===== src/rtl/ascii_num_parser.sv =====
// ascii_num_parser
// -----------------------------------------------------------------------------
// Converts a raw ASCII byte stream into binary integers, one byte per cycle.
// Each maximal run of decimal digits, optionally preceded by a '-' when
// ALLOW_NEG is set, becomes one output word. Every other byte is a delimiter.
// The delimiter that ended a number is reported with it.
//
// Parameters
//   W          output integer width in bits
//   ALLOW_NEG  1 = a '-' directly before the first digit negates the number
//
// Ports
//   clock         system clock
//   reset         asynchronous, active-high reset
//   in_valid      input byte valid
//   in_ready      parser accepts a byte this cycle
//   in_data       ASCII byte
//   in_last       final byte of the input file
//   out_valid     out_num valid
//   out_ready     consumer accepts out_num
//   out_num       parsed value (two's complement when negated)
//   out_delim     byte that ended the number (8'h00 if ended by in_last on a digit)
//   out_overflow  magnitude exceeded W bits; out_num holds the low W bits
//   out_last      this number is the final one of the file
//   done          sticky: file fully parsed and final number (if any) consumed
//
// Handshake: a byte moves when in_valid && in_ready, a result moves when
// out_valid && out_ready. in_ready = !done && (!out_valid || out_ready), so a
// new byte may be accepted in the same cycle the held result drains. Once a
// result is presented it and all its side fields stay frozen until taken.
// -----------------------------------------------------------------------------
module ascii_num_parser #(
    parameter int W         = 32,
    parameter int ALLOW_NEG = 0
) (
    input  logic         clock,
    input  logic         reset,
    input  logic         in_valid,
    output logic         in_ready,
    input  logic [7:0]   in_data,
    input  logic         in_last,
    output logic         out_valid,
    input  logic         out_ready,
    output logic [W-1:0] out_num,
    output logic [7:0]   out_delim,
    output logic         out_overflow,
    output logic         out_last,
    output logic         done
);

    localparam logic [7:0] ASCII_ZERO  = 8'h30;
    localparam logic [7:0] ASCII_NINE  = 8'h39;
    localparam logic [7:0] ASCII_MINUS = 8'h2D;

    // ------------------------------------------------------------------
    // Parse state
    // ------------------------------------------------------------------
    logic [W-1:0] acc;
    logic         ovf;
    logic         have_digit;
    logic         have_minus;

    logic [W-1:0] acc_d;
    logic         ovf_d;
    logic         have_digit_d;
    logic         have_minus_d;

    // Result produced by the byte accepted this cycle
    logic         emit;
    logic [W-1:0] emit_mag;
    logic [7:0]   emit_delim;
    logic         emit_ovf;
    logic         emit_last;
    logic         file_end;     // in_last consumed with nothing to emit

    // ------------------------------------------------------------------
    // Byte classification and multiply-accumulate
    // ------------------------------------------------------------------
    logic           accept;
    logic           is_digit;
    logic           is_sign;
    logic [W+3:0]   acc_ext;
    logic [W+3:0]   digit_ext;
    logic [W+3:0]   prod;
    logic           prod_ovf;
    logic           out_xfer;

    assign in_ready = !done && (!out_valid || out_ready);
    assign accept   = in_valid && in_ready;
    assign out_xfer = out_valid && out_ready;

    assign is_digit = (in_data >= ASCII_ZERO) && (in_data <= ASCII_NINE);
    // A '-' only counts as a sign before the first digit; anywhere else it
    // is an ordinary delimiter.
    assign is_sign  = (ALLOW_NEG != 0) && (in_data == ASCII_MINUS) && !have_digit;

    // acc*10 + d as shift-and-add in W+4 bits; the extra 4 bits are enough
    // to hold the largest possible result, so any set bit there is overflow.
    assign acc_ext   = {4'b0000, acc};
    assign digit_ext = {{W{1'b0}}, in_data[3:0]};
    assign prod      = (acc_ext << 3) + (acc_ext << 1) + digit_ext;
    assign prod_ovf  = |prod[W+3:W];

    // ------------------------------------------------------------------
    // Next parse state and result generation
    // ------------------------------------------------------------------
    always_comb begin
        acc_d        = acc;
        ovf_d        = ovf;
        have_digit_d = have_digit;
        have_minus_d = have_minus;
        emit         = 1'b0;
        emit_mag     = acc;
        emit_delim   = in_data;
        emit_ovf     = ovf;
        emit_last    = in_last;
        file_end     = 1'b0;

        if (accept) begin
            if (is_digit) begin
                if (in_last) begin
                    // Fold the digit in and close the number at once.
                    emit         = 1'b1;
                    emit_mag     = prod[W-1:0];
                    emit_delim   = 8'h00;
                    emit_ovf     = ovf || prod_ovf;
                    emit_last    = 1'b1;
                    acc_d        = '0;
                    ovf_d        = 1'b0;
                    have_digit_d = 1'b0;
                    have_minus_d = 1'b0;
                end else begin
                    acc_d        = prod[W-1:0];
                    ovf_d        = ovf || prod_ovf;
                    have_digit_d = 1'b1;
                end
            end else if (is_sign) begin
                have_minus_d = 1'b1;
                file_end     = in_last;
            end else if (have_digit) begin
                emit         = 1'b1;
                emit_mag     = acc;
                emit_delim   = in_data;
                emit_ovf     = ovf;
                emit_last    = in_last;
                acc_d        = '0;
                ovf_d        = 1'b0;
                have_digit_d = 1'b0;
                have_minus_d = 1'b0;
            end else begin
                // Delimiter with no pending number: swallowed, and any
                // dangling sign is forgotten.
                have_minus_d = 1'b0;
                file_end     = in_last;
            end
        end
    end

    always_ff @(posedge clock or posedge reset) begin
        if (reset) begin
            acc        <= '0;
            ovf        <= 1'b0;
            have_digit <= 1'b0;
            have_minus <= 1'b0;
        end else begin
            acc        <= acc_d;
            ovf        <= ovf_d;
            have_digit <= have_digit_d;
            have_minus <= have_minus_d;
        end
    end

    // ------------------------------------------------------------------
    // Output register and sticky done
    // ------------------------------------------------------------------
    logic [W-1:0] emit_num;

    assign emit_num = have_minus ? ({W{1'b0}} - emit_mag) : emit_mag;

    always_ff @(posedge clock or posedge reset) begin
        if (reset) begin
            out_valid    <= 1'b0;
            out_num      <= '0;
            out_delim    <= 8'h00;
            out_overflow <= 1'b0;
            out_last     <= 1'b0;
        end else if (emit) begin
            // emit implies in_ready, so any held result drains this cycle.
            out_valid    <= 1'b1;
            out_num      <= emit_num;
            out_delim    <= emit_delim;
            out_overflow <= emit_ovf;
            out_last     <= emit_last;
        end else if (out_xfer) begin
            out_valid    <= 1'b0;
        end
    end

    always_ff @(posedge clock or posedge reset) begin
        if (reset) begin
            done <= 1'b0;
        end else if (file_end || (out_xfer && out_last)) begin
            done <= 1'b1;
        end
    end

endmodule


===== config.mk =====
export PLATFORM = sky130hd
export DESIGN_NAME = ascii_num_parser
export DESIGN_NICKNAME = d
export VERILOG_FILES = /design/src/rtl/ascii_num_parser.sv
export SDC_FILE = /design/constraint.sdc
export NUM_CORES = 1
export LEC_CHECK = 0
export CAP_MARGIN = 20
export CORE_MARGIN = 2
export CORE_UTILIZATION = 52
export CTS_BUF_LIST = sky130_fd_sc_hd__clkbuf_8 sky130_fd_sc_hd__clkbuf_16
export DETAILED_ROUTE_END_ITERATION = 8
export HOLD_SLACK_MARGIN = 0.08
export PLACE_DENSITY_LB_ADDON = 0.3
export SLEW_MARGIN = 25
export SYNTH_ARGS = -nofsm -noshare
export SYNTH_HDL_FRONTEND = slang
export SYNTH_SLANG_ARGS = --single-unit

===== constraint.sdc =====
create_clock -name clock -period 3.07 [get_ports clock]
set_input_delay 0.921 -clock clock [delete_from_list [all_inputs] [get_ports clock]]
set_output_delay 0.921 -clock clock [all_outputs]
set_load 0.01 [all_outputs]

==> flow_summary.toml, run 1 <==
[run_status]
status = "finished, violations left"
violations = "negative setup slack"

[finish]
drive_gt1_share_pct = 19.6
most-common-layout-cells = "nand2_1, dfrtp_1, buf_4, ha_1, clkdlybuf4s50_1"
layout_commonest_cell = "nand2_1"
seqCellArea_um2 = 1950
multi_input_area_um2 = 3640
instances_no_fill = 872
num-fill-cells = 836
area_delta_synth_final_pct = 30.4
antenna_cells = 0
nNetsFinal = 809

[logic_synthesis]
synth_top_family_by_area = "compound AO/OA/AOI/OAI gates"
synth_ff_type = "dfrtp_1"
ys_warn_count = 0
syn-instance-count = 621
synth_area_leaders = "dfrtp_1, ha_1, nand2_1, a21oi_1, a22o_1"
ys_types = 59
syn_area_per_cell_um2 = 8.82
synth_seq_cells = 78
synth_top_area_share_pct = 35.6
synth_mux_area_share_pct = 0.183
synth-adder-area-share_pct = 15.1
synth_area_um2 = 5480
synthXorXnorAreaFrac_pct = 4.45
yosys.area.top_type = "dfrtp_1"
synth_edf_count = 0
synthArstFlopShare_pct = 100
yosys.area_share.simple_pct = 17.1
synth_compound_area_share_pct = 24.3
syn_nets = 699
ys_seq_area_share_pct = 35.6

[sta]
max_freq_mhz = 306
finalMaxSlewViolations = 0
hold_violations = 0
finalCritPeriodShare_pct = 106
clock_skew_ns = 0.0107
finalSetupTns_ns = -0.889
worstMarginPinSlew_ns = 0.632
fin_crit_ns = 3.27
setup_viol = 12
layout_setup_ws_ns = -0.199
whs_ns = 0.478
slew_headroom_pct = 57.7
rsz0062_at_grt = "true"

[clock_tree]
cts-root-buf = "clkbuf_8"
cts.sink_count = 78
cts_buffers = 9
cts.clk_slew.worst_paths_ns = 0.09
clk_latency_ns = 0.37
cts_hold_buf = 0
clockBufferDepth = 2
h-tree-depth = 3
tritoncts = "done"

[global_routing]
grt_pass1_vias = 5052
grt_first_pass_wirelength_um = 25400
antenna_found_initial = 0
grt.busiest_layer = "met2"
overflow = 0
met1_usage_pct = 39.7
use_met3_pct = 3.40
grt_use_total_pct = 27.8
grt_max_degree = 37
use_met2_pct = 43.9

[placed_design]
portBuffers = 57
gp_congestion = 0.958
dp_slack_ns = -1.09
place_inst = 844
dp_hpwl_um = 11200

[critical_path]
crit_slowest_cell = "fa_1"
cp_top_family = "compound AO/OA/AOI/OAI gates"
crit_path_start_kind = "primary input"
r2r_slack_ns = -0.02
path_max_fanout = 3
crit_path_max_incr_delay_ns = 0.49
required_ns = 3.37
critPathArrivalTime_ns = 3.57
path_class = "in2reg"
crit_chain = "buf_8 -> inv_8 -> fa_1 -> fa_2 -> nand2b_4 -> a21o_1 -> a211oi_2 -> buf_4 -> o31a_4 -> buf_6 -> o21bai_4 -> and3b_2 -> o31a_1 -> o21ai_1"
critPathCaptureType = "flop"
critical_path_buf_inv_count = 4

[detailed_routing]
vias = 5164
wl_per_cell_um = 17.4
drc = 0
drtIter0Drc = 346
ant_nets = 0
vias_per_cell = 5.92
wirelength_um = 15100
drt-pass1-iter-count = 6

[power]
vdd.ir_drop.worst_uv = 303
p_leak_uw = 0.00334
power_uw = 2830
power_density_nw_per_um2 = 396

[floorplan]
die_w_um = 107
die_h_um = 107
rows = 37
coreArea_um2 = 10300
initial_core_util_pct = 53.3
ioPinCount = 58
die_area_um2 = 11400

[job]
drv_cap = 0

[min_path]
min_path_type = "reg2reg"
-- per-stage QoR --
| stage | instance area (um2) | utilization, % |
|---|---|---|
| after floorplan | 5530 | - |
| after global placement | 6640 | 64.6 |
| after detailed placement | 6640 | 64.6 |
| after CTS | 6960 | 67.7 |
| after global routing | 7140 | 69.5 |
| final | 7140 | 69.5 |
-- area by class of cell --
cell class	instances	area share (%)
tap	136	2.38
sequential	78	27.3
timing repair buffer	124	15.8
clock buffer	10	1.93
multi-input combinational	501	51.0
clock inverter	6	0.525
inverter	17	0.998
-- worst reg2reg max path, stage by stage, from the launching register on --
cell and delay, ns:
dfrtp_1 0.43, ha_1 0.32, ha_2 0.39, nand4_2 0.14
or4_1 0.57, nor2b_1 0.18, a31oi_4 0.26, o21ai_2 0.11
xnor2_2 0.16, a2111oi_4 0.31, o21ai_1 0.11
-- registers in the layout (all words and copies together) (netlist names) --
register and cells:
out_overflow 1, acc 32, done 1, out_valid 1, ovf 1, out_delim 8, out_last 1, out_num 32
have_digit 1
-- worst paths after layout --
kind | startpoint | to | depth (start not counted)
min in group asynchronous | reset | acc[0]$_DFFE_PP0P_ | 2
hold reg to reg | out_delim[0]$_DFFE_PP0P_ | out_delim[0]$_DFFE_PP0P_ | 2
setup / recovery | in_data[3] | out_num[30]$_DFFE_PP0P_ | 14
max in group asynchronous | reset | acc[24]$_DFFE_PP0P_ | 3
hold / removal | out_delim[0]$_DFFE_PP0P_ | out_delim[0]$_DFFE_PP0P_ | 2
setup reg to reg | acc[8]$_DFFE_PP0P_ | out_overflow$_DFFE_PP0P_ | 10
-- cells in the mapped netlist (2+ instances only) --
cell	count
clkbuf_1	20
a21o_1	14
nand2_1	103
dfrtp_1	78
o21ai_1	7
nand2b_1	6
xnor2_1	17
nand4_1	5
o21a_1	3
nor2b_1	4
and3_1	2
buf_2	2
xor2_1	9
a22o_1	25
o211ai_1	6
a21oi_1	54
nand3_1	17
buf_4	2
nor2_1	49
a31oi_1	24
nor3_1	8
or3_1	3
o31ai_1	6
o21bai_1	6
a21boi_0	3
nor3b_1	3
ha_1	63
fa_1	2
o21ai_0	29
o221ai_1	2
inv_1	17
o21ai_2	3
o31a_1	2
and2_1	2
-- cells by family after synthesis --
kind of cell    after synthesis
simple gates                211
mux                           1
buf+inv                      42
xor+xnor                     27
fa+ha+maj                    65
flops                        78
compound gates              197
-- what timing repair did --
action                     4_1_cts  5_1_grt
setup endpoints to repair       51       30
gates resized for setup         27       30
pin swaps                       22       15
buffers inserted                 7        5
-- report_power, final --
| part | total (uW) | switching [uW] | internal [uW] |
|---|---|---|---|
| Clock | 721 | 408 | 313 |
| Combinational | 811 | 353 | 458 |
| Sequential | 1300 | 100 | 1200 |
| Total | 2830 | 862 | 1970 |
-- routing by layer --
metal | vias to the layer above | routed length, um
met5 | - | 0
met4 | 0 | 331
met3 | 33 | 738
met2 | 160 | 7180
met1 | 2499 | 6890
li1 | 2472 | -
Note: power is estimated with default switching activity, not from simulation.
==> run 2, diff against run 1 <==
Settings changed: SLEW_MARGIN 25 to unset.
==> results of run 2 <==
Same layout as run 1: the final DEF is identical, and so are final timing and power.
